===== src/rtl/midi_pkg.sv =====
// Shared constants and encodings for the MIDI receive path.
// Event codes, status byte landmarks and parser FSM states.
package midi_pkg;

    localparam logic [1:0] EV_NOTE_OFF = 2'b00;
    localparam logic [1:0] EV_NOTE_ON  = 2'b01;
    localparam logic [1:0] EV_CC       = 2'b10;
    localparam logic [1:0] EV_PBEND    = 2'b11;

    localparam logic [7:0] ST_SYSEX = 8'hF0;
    localparam logic [7:0] ST_EOX   = 8'hF7;
    localparam logic [7:0] RT_MIN   = 8'hF8;

    typedef enum logic [2:0] {
        ST_IDLE    = 3'd0,
        ST_WAIT_D1 = 3'd1,
        ST_WAIT_D2 = 3'd2,
        ST_SYSX    = 3'd3,
        ST_SKIP1   = 3'd4,
        ST_SKIP2   = 3'd5
    } state_t;

endpackage


===== src/rtl/midi_len_decode.sv =====
// Status byte -> data byte count and whether completion yields an event.
// Pure combinational; shared between receive and a future transmit path.
module midi_len_decode
    import midi_pkg::*;
(
    input  logic [7:0] i_status,
    output logic [1:0] o_len,
    output logic       o_emit
);

    always_comb begin
        o_len  = 2'd0;
        o_emit = 1'b0;
        case (i_status[7:4])
            4'h8, 4'h9, 4'hB, 4'hE: begin
                o_len  = 2'd2;
                o_emit = 1'b1;
            end
            4'hA:       o_len = 2'd2;
            4'hC, 4'hD: o_len = 2'd1;
            4'hF: begin
                case (i_status[3:0])
                    4'h1, 4'h3: o_len = 2'd1;
                    4'h2:       o_len = 2'd2;
                    default:    o_len = 2'd0;
                endcase
            end
            default: o_len = 2'd0;
        endcase
    end

endmodule


===== src/rtl/midi_msg_parser.sv =====
// MIDI byte stream parser: running status, sysex/common skipping and
// one-cycle channel-voice event strobes for the voice allocator.
module midi_msg_parser
    import midi_pkg::*;
#(
    parameter bit OMNI = 1'b1
) (
    input  logic       clk,
    input  logic       reset,
    input  logic [7:0] rx_data,
    input  logic       rx_ready,
    input  logic [3:0] chan_sel,
    output logic       ev_valid,
    output logic [1:0] ev_type,
    output logic [3:0] ev_chan,
    output logic [6:0] ev_d1,
    output logic [6:0] ev_d2,
    output logic       rs_valid
);

    state_t      r_state, w_state_nx;
    logic [7:0]  r_rs, w_rs_nx;
    logic        r_rs_valid, w_rsv_nx;
    logic [6:0]  r_d1, w_d1_nx;
    logic        r_ev_valid, w_ev_valid_nx;
    logic [1:0]  r_ev_type, w_ev_type_nx;
    logic [3:0]  r_ev_chan, w_ev_chan_nx;
    logic [6:0]  r_ev_d1, w_ev_d1_nx;
    logic [6:0]  r_ev_d2, w_ev_d2_nx;

    logic [7:0]  w_dec_in;
    logic [1:0]  w_len;
    logic        w_emit;
    logic        w_done;
    logic        w_chan_ok;

    // Status bytes are decoded directly; data bytes use the held status.
    assign w_dec_in = rx_data[7] ? rx_data : r_rs;

    midi_len_decode u_len (
        .i_status (w_dec_in),
        .o_len    (w_len),
        .o_emit   (w_emit)
    );

    assign w_chan_ok = OMNI || (r_rs[3:0] == chan_sel);

    always_ff @(posedge clk or posedge reset) begin
        if (reset) begin
            r_state    <= ST_IDLE;
            r_rs       <= 8'h00;
            r_rs_valid <= 1'b0;
            r_d1       <= 7'h00;
            r_ev_valid <= 1'b0;
            r_ev_type  <= 2'b00;
            r_ev_chan  <= 4'h0;
            r_ev_d1    <= 7'h00;
            r_ev_d2    <= 7'h00;
        end else begin
            r_state    <= w_state_nx;
            r_rs       <= w_rs_nx;
            r_rs_valid <= w_rsv_nx;
            r_d1       <= w_d1_nx;
            r_ev_valid <= w_ev_valid_nx;
            r_ev_type  <= w_ev_type_nx;
            r_ev_chan  <= w_ev_chan_nx;
            r_ev_d1    <= w_ev_d1_nx;
            r_ev_d2    <= w_ev_d2_nx;
        end
    end

    always_comb begin
        w_state_nx = r_state;
        w_rs_nx    = r_rs;
        w_rsv_nx   = r_rs_valid;
        w_d1_nx    = r_d1;
        w_done     = 1'b0;
        if (rx_ready) begin
            if (rx_data >= RT_MIN) begin
                w_state_nx = r_state;
            end else if (rx_data[7]) begin
                if (rx_data < ST_SYSEX) begin
                    w_rs_nx    = rx_data;
                    w_rsv_nx   = 1'b1;
                    w_state_nx = ST_WAIT_D1;
                end else begin
                    w_rsv_nx = 1'b0;
                    if (rx_data == ST_SYSEX) begin
                        w_state_nx = ST_SYSX;
                    end else if (w_len == 2'd1) begin
                        w_state_nx = ST_SKIP1;
                    end else if (w_len == 2'd2) begin
                        w_state_nx = ST_SKIP2;
                    end else begin
                        w_state_nx = ST_IDLE;
                    end
                end
            end else begin
                case (r_state)
                    ST_WAIT_D1: begin
                        w_d1_nx    = rx_data[6:0];
                        w_state_nx = (w_len == 2'd2) ? ST_WAIT_D2
                                                     : ST_WAIT_D1;
                    end
                    ST_WAIT_D2: begin
                        w_state_nx = ST_WAIT_D1;
                        w_done     = 1'b1;
                    end
                    ST_SKIP2: w_state_nx = ST_SKIP1;
                    ST_SKIP1: w_state_nx = ST_IDLE;
                    default:  w_state_nx = r_state;
                endcase
            end
        end
    end

    always_comb begin
        w_ev_valid_nx = 1'b0;
        w_ev_type_nx  = r_ev_type;
        w_ev_chan_nx  = r_ev_chan;
        w_ev_d1_nx    = r_ev_d1;
        w_ev_d2_nx    = r_ev_d2;
        if (w_done && w_emit && w_chan_ok) begin
            w_ev_valid_nx = 1'b1;
            w_ev_chan_nx  = r_rs[3:0];
            w_ev_d1_nx    = r_d1;
            w_ev_d2_nx    = rx_data[6:0];
            case (r_rs[6:4])
                3'h0: w_ev_type_nx = EV_NOTE_OFF;
                // Note on with zero velocity is a note off by MIDI rule.
                3'h1: w_ev_type_nx = (rx_data[6:0] == 7'h00) ? EV_NOTE_OFF
                                                             : EV_NOTE_ON;
                3'h3: w_ev_type_nx = EV_CC;
                default: w_ev_type_nx = EV_PBEND;
            endcase
        end
    end

    assign ev_valid = r_ev_valid;
    assign ev_type  = r_ev_type;
    assign ev_chan  = r_ev_chan;
    assign ev_d1    = r_ev_d1;
    assign ev_d2    = r_ev_d2;
    assign rs_valid = r_rs_valid;

endmodule


===== config.mk =====
export PLATFORM = sky130hd
export DESIGN_NAME = midi_msg_parser
export DESIGN_NICKNAME = d
export VERILOG_FILES = /design/src/rtl/midi_pkg.sv /design/src/rtl/midi_len_decode.sv /design/src/rtl/midi_msg_parser.sv
export SDC_FILE = /design/constraint.sdc
export NUM_CORES = 1
export LEC_CHECK = 0
export BUFFER_PORTS_ARGS = -buffer_cell sky130_fd_sc_hd__clkbuf_2
export CORE_ASPECT_RATIO = 0.7
export CORE_UTILIZATION = 49
export DETAILED_ROUTE_END_ITERATION = 10
export PLACE_DENSITY = 0.74
export SETUP_SLACK_MARGIN = 0.5
export SLEW_MARGIN = 15
export SYNTH_ARGS = -nofsm -noshare
export SYNTH_HDL_FRONTEND = slang
export SYNTH_HIERARCHICAL = 1
export SYNTH_SLANG_ARGS = --single-unit

===== constraint.sdc =====
create_clock -name clk -period 2.2 [get_ports clk]
set_input_delay 0.11 -clock clk [delete_from_list [all_inputs] [get_ports clk]]
set_output_delay 0.11 -clock clk [all_outputs]
set_load 0.05 [all_outputs]

== Word level (Yosys, flattened, before mapping) ==
Cells that the tools add are included.
Widths: inputs -> output; s select.

* Muxes and demuxes: 19
* Bitwise gates (word level): 2
* Equal/unequal tests: 20
* Reduce and logical (&&, ||, !) cells: 12
* Order comparisons: 2

{| class="wikitable"
|+ Operator list
! kind !! count
|-
| $eq 4x4->1 const B || 8
|-
| $mux 3 || 5
|-
| $pmux 2 s3 || 2
|-
| $pmux 3 s4 || 1
|-
| $eq 4x2->1 const B || 2
|-
| $eq 8x8->1 const B || 1
|-
| $ge 8x8->1 const B || 1
|-
| $lt 8x8->1 const B || 1
|-
| $mux 1 || 8
|-
| $mux 8 || 1
|-
| $reduce_and 4->1 || 2
|-
| $logic_not 7->1 || 1
|-
| $eq 3x1->1 const B || 2
|-
| $eq 3x2->1 const B || 2
|-
| $eq 3x3->1 const B || 2
|-
| $reduce_and 3->1 || 2
|-
| $reduce_bool 5->1 || 1
|-
| $reduce_or 5->1 || 1
|-
| $eq 4x1->1 const B || 1
|-
| $pmux 2 s2 || 1
|-
| $reduce_or 2->1 || 2
|-
| $reduce_or 4->1 || 1
|-
| $logic_not 3->1 || 1
|-
| $eq 2x1->1 const B || 1
|-
| 4 further kinds || 5
|}

* Flip-flop bits (word level): 40
* Word-level logic and storage cells: 64
* Output and inout bits: 22
* Bits of input ports: 15

== Longest topological paths before layout ==
Gate-level depths: netlist of run 1.

* Depth after elaboration: 11
* Depth in mapped cells: 12
* Depth with buffers taken out: 9

== Modules after synthesis ==
The synthesis of run 1 kept the hierarchy.

{| class="wikitable"
|+ By module, submodules not included
! module !! area an instance (sq um) !! instances !! cells an instance
|-
| midi_msg_parser || 1,843.0 || 1 || 154
|-
| midi_len_decode || 68.8 || 1 || 11
|}

== Worst setup path before layout of run 1 ==
Ideal clock, no wire load.

* Kind: input port to flip-flop
* Start point: input port rx_data[7]
* End point: register r_ev_d2[1], in the netlist ev_d2[1]
* Required time: 2.075 ns
* Stages on the path: 10
* Buffers on the path: 3
* Setup time: 0.125 ns
* Data arrival time: 2.001 ns
* Setup slack: 0.074 ns
* Path through: buf_6 -> buf_2 -> mux2_2 -> nor2b_4 -> xnor2_1 -> and2_1 -> nand4b_4 -> nor3_4 -> buf_6 -> mux2_2

* Longest elaborated chain between the ends: 5

{| class="wikitable"
|+ RTL lines
! item !! RTL line !! RTL
|-
| from (decl) || midi_msg_parser.sv:10 || <nowiki>input logic [7:0] rx_data,</nowiki>
|-
| $mux 8 * || midi_msg_parser.sv:38 || <nowiki>assign w_dec_in = rx_data[7] ? rx_data : r_rs;</nowiki>
|-
| net w_dec_in[5] || midi_msg_parser.sv:31 || <nowiki>logic [7:0] w_dec_in;</nowiki>
|-
| $eq 4x4->1 || midi_len_decode.sv:14 || <nowiki>case (i_status[7:4])</nowiki>
|-
| $reduce_or 4->1 * || -- ||
|-
| $mux 1 * || midi_len_decode.sv:14 ||
|-
| net w_emit || midi_msg_parser.sv:33 || <nowiki>logic w_emit;</nowiki>
|-
| $logic_and 1x1->1 * || midi_msg_parser.sv:123 || <nowiki>if (w_done && w_emit && w_chan_ok) begin</nowiki>
|-
| to (signal assigned) || midi_msg_parser.sv:68 || <nowiki>r_ev_d2 <= w_ev_d2_nx;</nowiki>
|-
| to (decl) || midi_msg_parser.sv:29 || <nowiki>logic [6:0] r_ev_d2, w_ev_d2_nx;</nowiki>
|}

The timed path passes the listed nets; every way through them passes the cells marked *.
A chain may end at the register's enable or synchronous reset.

== Worst setup path after layout of run 1 ==
* Start point: register r_rs[5]
* End point: register r_ev_d2[5], in the netlist ev_d2[5]

* Longest elaborated chain between the ends: 5

{| class="wikitable"
|+ RTL lines
! item !! RTL line !! RTL
|-
| from (decl) || midi_msg_parser.sv:22 || <nowiki>logic [7:0] r_rs, w_rs_nx;</nowiki>
|-
| from (signal assigned) || midi_msg_parser.sv:61 || <nowiki>r_rs <= w_rs_nx;</nowiki>
|-
| $mux 8 * || midi_msg_parser.sv:38 ||
|-
| net w_dec_in[5] || midi_msg_parser.sv:31 ||
|-
| $eq 4x4->1 || midi_len_decode.sv:14 ||
|-
| $reduce_or 4->1 * || -- ||
|-
| $mux 1 * || midi_len_decode.sv:14 ||
|-
| net w_emit || midi_msg_parser.sv:33 ||
|-
| $logic_and 1x1->1 * || midi_msg_parser.sv:123 ||
|}

Marked as above.

==> results.md, run 1 <==
- Clk pwr share: between 15 and 20%
- Register area share after synthesis: 52.4%
- Vias/cell: between 5 and 6
- Clock Latency Late Sink: between 0.2 and 0.3 ns
- Hold path startpoint: rx_data[2]
- Vias in the first global route: between 1000 and 1500
- Min Tclk post-route: ~2.1 ns
- Overall die width: between 70 and 80 µm
- Num rows: 18
- # DRC: 0
- Setup violators final: 0
- Final Cycle Share: between 90% and 100%
- CP max FO: 12
- Max-slew violation count: 0
- Clock buffer depth: 2
- Die Ht: ~54 µm
- CTS tree: built
- Cell area after synthesis: 1910 µm²
- Kind of critical path: reg -> reg
- Clock skew: around 0.0064 ns
- RSZ-0062 raised after global routing: yes
- Switching power total: between 1 and 1.5 mW
- Combinational power share: 39.2%
- Flop pwr share: between 40% and 50%
- DP Area: 2160 µm²
- Global Route Usage Sum: between 20% and 30%
- Gpl congestion: between 0.8 and 0.9
- Yosys cell types: 32
- WHS Endpoint: r_rs[2]
- Worst setup margin: approximately 0.09 ns
- Drt first pass iters: 4
- EDFF count, synth: 0
- Initial antenna violation count: 0
- Number of I/O port buffers: 32
- WL/cell: approximately 16 µm
- Layout net count: between 200 and 250
- Cell area after layout: 2360 µm²
- Reg2reg setup slack: between 0.08 and 0.09 ns
- VDD IR max: approximately 0.87 mV
- Synthesis Warnings: 6
- Cell-internal power: around 1.5 mW
- Critical-path top delay cell: dfrtp_1
- Final hold violations: 0
- Diode count: 0
- Crit-path max cell delay: 0.41 ns
- Startpoint types: flip-flop
- Relative slew slack: roughly 67%
- Max-Cap Viols: 0
- Ports: 37
- Layout cells sized above 1: 46.9%
- DRT Wirelength: roughly 4200 µm
- Clock sinks: 40
- Initial Util: between 50% and 60%
- First-pass GRT wire length: just under 7000 µm
- Req. time, crit path: between 2 and 2.5 ns
- Worst hold path cell count: 3
- CTS root buffer: clkbuf_8
- Dominant synthesized flop cell: dfrtp_1
- Reg clk slew, reported paths: around 0.070 ns
- Final Instance Count excl. Fillers: 263
- Syn Inst Count: ~170
- P_leak: 1.15 nW
- CP arrival: 2.29 ns
- Post-Place Setup Slack: between 0.06 and 0.07 ns
- TNS Setup: 0 ns
- HP Class: in -> reg
- Final ANT Viol Nets: 0
- Vias: between 1000 and 1500
- HPWL Detailed: 2910 µm
- Net Sw Frac: between 40% and 50%
- Placed cell count: 246
- Reg-to-reg critical path endpoint: ev_d2[5]
- Area grow syn2layout: 23.6%
- H-tree Lvls: 2
- Critical path, cell by cell: mux2_4 -> nor2b_4 -> xnor2_1 -> and2_4 -> nand4b_4 -> nor3_4 -> buf_4 -> buf_12 -> mux2_2
- Post-synthesis async set-or-reset flop share: 100%
- Crit. End Element: flip-flop
- Overflow after GRT: 0
- Pwr Density: approximately 1100 nW/µm²
- Worst slew pin tran: between 0.4 and 0.5 ns
- Reg2reg path depth: 9
- CTS Buf Count: 5
- Largest net degree at the start of global routing: a little over 40
- Status: completed
- Mean area per synthesized cell: 11.6 µm²
- Synth Net Count: between 150 and 200
- Core area: around 3600 µm²
- F_max: 474 MHz
- Die area: around 4200 µm²
- Worst flop-to-flop path startpoint: r_rs[5]
- #FFs+latches synth: 40
- Initial DRC Count: 86
cells by family after synthesis:
| logic type | Yosys count | share of synthesized area, % |
|---|---|---|
| DFF | 40 | 52.4 |
| and+or+nand+nor | 43 | 13.4 |
| xor gates and xnor gates | 1 | 0.458 |
| muxes | 30 | 17.7 |
| buffers and inverters | 16 | 4.78 |
| adders and majority gates | 2 | 1.31 |
| AOI/OAI and AO/OA | 33 | 10.1 |
final cells by class:
cell class | count | area [µm²]
Tap cell | 50 | 62.6
Timing Repair Buffer | 51 | 338
Clock inverter | 1 | 5.00
Inverter | 6 | 22.5
Multi-Input combinational cell | 109 | 861
Sequential cell | 40 | 1000
Fill cell | 302 | 1260
Clock buffer | 6 | 72.6
routing by layer:
layer  share of wire [%]  vias up  global-route usage [%]
met1                  43      711                    28.1
met4                 1.8        0                    11.5
met2                  49       55                    39.3
met5                   0        -                       0
met3                 6.3        7                    5.50
li1                    -      673                       -
sequential cells by signal, indices dropped and copies added, names as in the netlist:
signal	cells
r_rs	8
ev_d1	7
ev_d2	7
r_d1	7
ev_chan	4
r_state	3
ev_type	2
ev_valid	1
rs_valid	1
critical path, delay by kind of cell, from the launching register on:
family	cells	cell delay (ns)
flops	1	0.41
buf+inv	2	0.28
xor+xnor	1	0.12
simple gates	4	0.55
mux	2	0.63
how the worst max path moves through the flow:
stage	startpoint	to	slack (ns)	depth (start not counted)
after floorplan	r_rs[5]	ev_d2[1]	0.1	8
after global placement	r_rs[5]	ev_chan[0]	0.10	8
after detailed placement	r_rs[5]	ev_d1[5]	0.07	8
after CTS	r_rs[5]	ev_d2[5]	0.11	9
after global routing	r_rs[5]	ev_d2[3]	-0.02	9
final	r_rs[5]	ev_d2[5]	0.09	9
power by group through the flow:
stage	Combinational (mW)	Sequential, mW	Clock [mW]
after floorplan	0.347	1.44	0
after global placement	0.907	1.06	0
after detailed placement	0.932	1.09	0
after CTS	0.969	1.07	0.468
after global routing	1.04	1.10	0.499
final	0.980	1.07	0.452
cells in the final DEF (no fill, tap or decap), types with 3 or more instances in the layout:
cell type	count
a21oi_1	12
nand2_1	17
nor2_1	9
o21ai_0	10
buf_4	16
inv_1	5
clkbuf_2	32
mux2_2	27
clkbuf_8	5
mux2_4	3
dfrtp_1	40
synthesized netlist by cell type (2+ instances only):
cell	count	area [µm²]
o22a_1	2	17.5
dfrtp_1	40	1000
a21oi_1	12	60.1
and2_1	2	12.5
buf_2	7	35.0
nor2_1	10	37.5
mux2_2	30	338
nand3_1	2	10.0
buf_6	3	33.8
o21ai_0	11	55.1
ha_1	2	25.0
a31oi_1	3	18.8
inv_1	6	22.5
nand2_1	17	63.8
metrics by stage:
stage / utilization (%) / power, mW / hold WS [ns]
6_report: 65.1 / 2.50 / 0.0825
3_3_place_gp: 59.6 / 1.97 / 0.229
4_1_cts: 64.6 / 2.51 / 0.0728
3_5_place_dp: 59.6 / 2.02 / 0.240
2_1_floorplan: - / 1.79 / 0.215
5_1_grt: 65.1 / 2.63 / 0.0934
repair_timing:
item / 4_1_cts / 5_1_grt
endpoints found under the setup margin: 24 / 24
pin swaps: 1 / 2
cloned: 1 / 0
hold endpoints to repair: 40 / 0
resized for setup: 6 / 2
buffers inserted: 6 / 2
hold buffers: 1 / 0
Note: power is estimated with default switching activity, not from simulation.
==> inputs of run 2 (changes only) <==
--- a/config.mk
+++ b/config.mk
@@ -5,9 +5,11 @@
 export SDC_FILE = /design/constraint.sdc
 export NUM_CORES = 1
 export LEC_CHECK = 0
+export ABC_AREA = 1
 export BUFFER_PORTS_ARGS = -buffer_cell sky130_fd_sc_hd__clkbuf_2
 export CORE_ASPECT_RATIO = 0.7
 export CORE_UTILIZATION = 49
+export CTS_BUF_LIST = sky130_fd_sc_hd__clkbuf_4 sky130_fd_sc_hd__clkbuf_8
 export DETAILED_ROUTE_END_ITERATION = 10
 export PLACE_DENSITY = 0.74
 export SETUP_SLACK_MARGIN = 0.5
==> run 2 against run 1 <==
Against the previous run: cell area down 0.53%; first-iteration DRC count down 41%; register-to-register slack better by 0.36 ns; critical path type unchanged; critical endpoint is now r_state[2]; highest routed layer unchanged.
==> results.md, run 2 <==
- Largest cells by area after synthesis: dfrtp_1, nand2_1, inv_1
- Overflow after GRT: 0 (unchanged)
- Overall die width: 77.3 µm (+0.79%)
- Status: completed
- Req. time, crit path: 2.44 ns (+0.06 ns)
- Worst slew pin tran: 0.504 ns (+0.0160 ns)
- Top-count cell post-synth: nand2_1
- Initial Util: 53.3% (+0.53 points)
- Number of I/O port buffers: 32 (unchanged)
- #FFs+latches synth: 40 (unchanged)
- Num rows: 18 (unchanged)
- Synthesis Warnings: 6 (unchanged)
- Most flop-heavy register: r_rs
- CTS root buffer: clkbuf_8
- F_max: 570 MHz (+20%)
- Dominant synthesized flop cell: dfrtp_1
- Ports: 37 (unchanged)
- CTS tree: built
- Reg2reg setup slack: 0.45 ns (+0.36 ns)
- Vias/cell: 4.87 (-11%)
- Post-Place Setup Slack: 0.291 ns (+0.223 ns)
- Commonest non-fill, non-tap cells in the layout: nand2_1, dfrtp_1, clkbuf_2, inv_1, o21ai_1
- Core area: 3650 µm² (+0.62%)
- Cell area after synthesis: 1940 µm² (+1.6%)
- Min Tclk post-route: 1.75 ns (-0.357 ns)
- Crit path capture: r_state[2]
- Layout cells sized above 1: 28.2% (-19 points)
- Vias in the first global route: 1437 (-0.83%)
- Die area: 4230 µm² (+1.6%)
- P_leak: 1.28 nW (+11%)
- Register area share after synthesis: 51.5% (-0.84 points)
- Worst setup margin: 0.447 ns (+0.357 ns)
- Vias: 1628 (+13%)
- Largest net degree at the start of global routing: 41 (unchanged)
- Max reg flops: 8 (unchanged)
- Initial DRC Count: 51 (-41%)
- TNS Setup: 0 ns (unchanged)
- Worst flop-to-flop path startpoint: r_rs[5]
- Layout net count: 300 (+30%)
- Relative slew slack: 66.4% (-1.1 points)
- Yosys cell types: 26 (-19%)
- CP arrival: 2.00 ns (-0.29 ns)
- Synth top cells by count: nand2_1, dfrtp_1, inv_1
- Max-Cap Viols: 0 (unchanged)
- Final Cycle Share: 79.7% (-16 points)
- Setup violators final: 0 (unchanged)
- Diode count: 0 (unchanged)
- Reg clk slew, reported paths: 0.08 ns (about the same)
- DRT Wirelength: 3940 µm (-6.9%)
- Setup crit start: r_rs[5]
- Die Ht: 54.7 µm (+0.78%)
- HP Class: in -> reg
- Clock skew: 0.0101 ns (+0.00368 ns)
- Kind of critical path: reg -> reg
- Crit. End Element: flip-flop
- Initial antenna violation count: 0 (unchanged)
- WL/cell: 11.8 µm (-27%)
- CP max FO: 3 (-9)
- Area share of the largest cell type after synthesis: 51.5% (-0.84 points)
- Global Route Usage Sum: 21.3% (-1.6 points)
- Yosys top cell by area: dfrtp_1
- HPWL Detailed: 2660 µm (-8.5%)
- Reg-to-reg critical path endpoint: r_state[2]
- Pwr Density: 1230 nW/µm² (+17%)
- H-tree Lvls: 2 (unchanged)
- Most common library cell in the layout ignoring fill and taps: nand2_1
- Area grow syn2layout: 20.9%
- # DRC: 0 (unchanged)
- Mean area per synthesized cell: 8.06 µm² (-30%)
- EDFF count, synth: 0 (unchanged)
- Clock Latency Late Sink: 0.30 ns (about the same)
- Startpoint types: flip-flop
- First-pass GRT wire length: 6580 µm (-5.1%)
- Max-slew violation count: 0 (unchanged)
- RSZ-0062 raised after global routing: yes
- Hold_ws: 0.0466 ns (-0.0358 ns)
- Synth Net Count: 258 (+42%)
- Gpl congestion: 0.797 (-7.4%)
- Final hold violations: 0 (unchanged)
- Final ANT Viol Nets: 0 (unchanged)
- Reg2reg path depth: 12 (+3)
- Clock buffer depth: 2 (unchanged)
- VDD IR max: 0.906 mV (+4.2%)
- CTS Buf Count: 5 (unchanged)
- Drt first pass iters: 4 (unchanged)
- Clock sinks: 40 (unchanged)
- Syn Inst Count: 241 (+46%)
- Post-synthesis async set-or-reset flop share: 100% (unchanged)
==> run 2: cell types whose count changed after synthesis, sizes merged, moves of 3 or more <==
cell and change:
nor2 +5, nand2 +82, buf -3, a21oi -10, mux2 -30, inv +24, o21ai +23
==> run 2: logic make-up (layout without fill, tap and decap cells) <==
logic type / after synthesis / in the layout / synth area share (%)
AOI/OAI and AO/OA: 39 / 39 / 11.9
adders and majority gates: 2 / 2 / 1.29
and+or+nand+nor: 122 / 122 / 26.7
DFF: 40 / 40 / 51.5
buffers and inverters: 38 / 81 / 8.63
==> run 2: per-stage QoR <==
step / instances / total power, mW / util (%) / cell area, µm²
2_1_floorplan: 241 / 2.07 / - / 1940
3_3_place_gp: 317 / 2.31 / 58.3 / 2130
3_5_place_dp: 317 / 2.34 / 58.3 / 2130
4_1_cts: 328 / 2.88 / 61.9 / 2260
5_1_grt: 334 / 3.10 / 64.4 / 2350
6_report: 334 / 2.90 / 64.4 / 2350
==> run 2: per-layer routing <==
layer / up-vias / wire length, µm / global-route usage [%]
met2: 33 / 1720 / 34.8
li1: 834 / - / -
met4: 0 / 71 / 8.49
met1: 754 / 2010 / 28.3
met3: 7 / 146 / 4.50
met5: - / 0 / 0
==> run 2: cell type report <==
cell class              instances  area [µm²]
clock buffers                   6        82.6
well taps                      50        62.6
multi-input cells             163         820
fillers                       338        1300
inverters                      30         118
repair buffers                 43         253
clock inverters                 2        13.8
flip-flops and latches         40        1000
==> run 2: worst max-delay path, stage by stage (launching register included) <==
cell      delay, ns
dfrtp_1        0.40
inv_2          0.08
o21ai_2        0.07
inv_2          0.08
nor2_2         0.05
o21bai_1       0.16
nand2_1        0.13
buf_6          0.14
ha_1           0.25
nand3b_1       0.17
nand2_1        0.07
nand2_1        0.05
nand2_1        0.05
==> run 2: timing repair <==
action	in CTS	in global routing
pin swaps	4	10
buffers inserted	2	6
endpoints found under the setup margin	22	22
hold endpoints to repair	40	0
resized for setup	7	15
hold buffers	1	0
==> run 2: power breakdown <==
| part | internal [mW] | total, mW | switching [mW] |
|---|---|---|---|
| combinational | 0.315 | 1.24 | 0.927 |
| clock | 0.256 | 0.529 | 0.272 |
| sequential | 0.992 | 1.13 | 0.139 |
==> run 2: worst min-delay path by stage <==
stage	slack [ns]	start	cells past startpoint	to
after floorplan	0.23	rx_data[0]	2	r_rs[0]
after global placement	0.24	reset	3	ev_d2[1]
after detailed placement	0.25	reset	3	ev_d2[0]
after CTS	0.04	rx_data[0]	3	r_rs[0]
after global routing	0.05	rx_data[0]	3	r_rs[0]
final	0.05	rx_data[0]	3	r_rs[0]
==> inputs of run 3 (changes only) <==
--- a/config.mk
+++ b/config.mk
@@ -5,7 +5,7 @@
 export SDC_FILE = /design/constraint.sdc
 export NUM_CORES = 1
 export LEC_CHECK = 0
-export ABC_AREA = 1
+export ABC_AREA = 0
 export BUFFER_PORTS_ARGS = -buffer_cell sky130_fd_sc_hd__clkbuf_2
 export CORE_ASPECT_RATIO = 0.7
 export CORE_UTILIZATION = 49
==> constraint.sdc (replaced) <==
create_clock -name clk -period 1.6 [get_ports clk]
set_input_delay 0.08 -clock clk [delete_from_list [all_inputs] [get_ports clk]]
set_output_delay 0.08 -clock clk [all_outputs]
set_load 0.05 [all_outputs]
==> run 3 against run 2 <==
Against the previous run: critical path depth is 3 lower; die area is 1.6% lower; the flow now finishes with violations (negative setup slack); clock power is 35% higher; wire length is 23% higher; combinational power is 31% higher; utilization is 8.7 points higher; cell area is 13% higher.
==> results.md, run 3 (synthesized netlist as in run 1, its figures left out) <==
- Die Ht: 54.3 µm (-0.78%)
- Flop pwr share: 38.8% (-0.2 points)
- First-pass GRT wire length: 7640 µm (+16%)
- Req. time, crit path: 1.78 ns (-0.66 ns)
- Largest net degree at the start of global routing: 41 (unchanged)
- Clock Latency Late Sink: 0.30 ns (about the same)
- F_max: 474 MHz (-17%)
- Die area: 4160 µm² (-1.6%)
- Vias/cell: 5.55 (+14%)
- M2 GR Usage: 43.0% (+8.2 points)
- Placed cell count: 262 (-17%)
- GR Util met1: 32.0% (+3.7 points)
- Relative slew slack: 66.9% (+0.51 points)
- Hold_ws: 0.0500 ns (+0.00340 ns)
- Overall die width: 76.7 µm (-0.78%)
- Max reg flops: 8 (unchanged)
- Core area: 3630 µm² (-0.62%)
- Drt first pass iters: 4 (unchanged)
- DRT Wirelength: 4860 µm (+23%)
- CTS Buf Count: 5 (unchanged)
- Initial DRC Count: 142 (+180%)
- Gpl congestion: 0.908 (+14%)
- Layout net count: 248 (-17%)
- Combinational power share: 42.5% (-0.3 points)
- Worst setup margin: -0.508 ns (-0.955 ns)
- H-tree Lvls: 2 (unchanged)
- Clock buffer depth: 2 (unchanged)
- Most common library cell in the layout ignoring fill and taps: dfrtp_1
- Clock skew: 0.00811 ns (-0.00197 ns)
- Area grow syn2layout: 38.7%
- GR peak layer: met2
- Reg clk slew, reported paths: 0.08 ns (about the same)
- Min Tclk post-route: 2.11 ns (+0.355 ns)
- Worst slew pin tran: 0.496 ns (-0.00768 ns)
- CP arrival: 2.29 ns (+0.29 ns)
- VDD IR max: 1.14 mV (+26%)
- Cell area after layout: 2650 µm² (+13%)
- Pwr Density: 1430 nW/µm² (+16%)
- CTS tree: built
- Violated checks: negative setup slack
- Final Cycle Share: 132% (+52 points)
- Diode count: 0 (unchanged)
- Startpoint types: flip-flop
- # DRC: 0 (unchanged)
- Max-slew violation count: 0 (unchanged)
- Num rows: 18 (unchanged)
- Vias: 1566 (-3.8%)
- Status: complete, but fails checks
- WL/cell: 17.2 µm (+46%)
- DP Area: 2290 µm² (+7.9%)
- CTS root buffer: clkbuf_8
- Overflow after GRT: 0 (unchanged)
- Commonest non-fill, non-tap cells in the layout: dfrtp_1, clkbuf_2, buf_4, nand2_1, mux2_4
- Clock sinks: 40 (unchanged)
- Core Util, Final: 73.1% (+8.7 points)
- Crit. End Element: flip-flop
- Number of I/O port buffers: 32 (unchanged)
- Ports: 37 (unchanged)
- RSZ-0062 raised after global routing: yes
- Most flop-heavy register: r_rs
- Initial antenna violation count: 0 (unchanged)
- Switching power total: 1.54 mW (+15%)
- Met3 Use GR: 5.17% (+0.67 points)
- Clk pwr share: 18.7% (+0.5 points)
- Post-Place Setup Slack: -0.438 ns (-0.729 ns)
- Final Instance Count excl. Fillers: 282 (-16%)
- Global Route Usage Sum: 25.5% (+4.2 points)
- P_leak: 1.30 nW (+1.6%)
- Cell-internal power: 2.26 mW (+45%)
- Initial Util: 52.7% (-0.53 points)
- Setup violators final: 24 (+24)
- Net Sw Frac: 40.4% (-5.7 points)
- HP Class: in -> reg
- Kind of critical path: reg -> reg
- Vias in the first global route: 1564 (+8.8%)
- Final ANT Viol Nets: 0 (unchanged)
- Reg2reg setup slack: -0.51 ns (-0.95 ns)
- CP max FO: 11 (+8)
- Final hold violations: 0 (unchanged)
- Max-Cap Viols: 0 (unchanged)
- HPWL Detailed: 3020 µm (+14%)
- Layout cells sized above 1: 57.3% (+29 points)
## run 3: changes by cell type in the layout (fill, tap and decap cells not counted), sizes merged, moves of 5 or more
cell / change
nor2: -5
o21ai: -23
a21oi: +10
mux2: +30
inv: -25
nand2: -82
buf: +26
## run 3: worst paths after layout
path	startpoint	to	cells after the start
worst max-delay path	r_rs[5]	ev_d1[1]	9
worst min-delay path	rx_data[0]	r_rs[0]	3
worst max register to register	r_rs[5]	ev_d1[1]	9
worst min register to register	r_rs[7]	r_rs[7]	1
max in group asynchronous	reset	r_state[2]	4
min in group asynchronous	reset	ev_d2[4]	4
## run 3: final cells by class
| class | instances | area (µm²) |
|---|---|---|
| clock buffers | 6 | 82.6 |
| clock inverters | 2 | 15.0 |
| fillers | 260 | 975 |
| inverters | 6 | 22.5 |
| multi-input cells | 109 | 971 |
| flip-flops and latches | 40 | 1000 |
| well taps | 50 | 62.6 |
| repair buffers | 69 | 495 |
## run 3: critical path, stage by stage, from the launching register on
cell	delay, ns
dfrtp_1	0.40
mux2_4	0.28
nor2b_4	0.13
xnor2_2	0.13
and2_4	0.17
nand4b_4	0.11
nor3_4	0.13
buf_6	0.14
buf_12	0.14
mux2_2	0.34
## run 3: routing by layer
layer	routed length [µm]	share of wire, %	vias up
li1	-	-	711
met1	2040	42	760
met2	2360	49	80
met3	361	7.4	15
met4	97	2.0	0
met5	0	0	-
## run 3: power by group through the flow
stage               Clock, mW  Sequential, mW  Combinational (mW)
finish                  0.712            1.47                1.62
global route            0.755            1.51                1.71
CTS                     0.717            1.46                1.51
detailed placement          0            1.47                1.40
global placement            0            1.44                1.36
floorplan                   0            1.98               0.499
## run 3: per-stage QoR
| stage | setup TNS (ns) | power [mW] |
|---|---|---|
| after floorplan | -8.20 | 2.48 |
| after global placement | -7.64 | 2.81 |
| after detailed placement | -9.22 | 2.87 |
| after CTS | -9.65 | 3.69 |
| after global routing | -12.02 | 3.98 |
| final | -10.27 | 3.80 |
## run 3: repair_timing
item                                    4_1_cts  5_1_grt
endpoints found under the setup margin       31       31
cloned                                        1        0
resized for setup                            21       20
hold buffers                                  1        0
hold endpoints to repair                     40        0
pin swaps                                     7        4
setup buffers                                 8        2
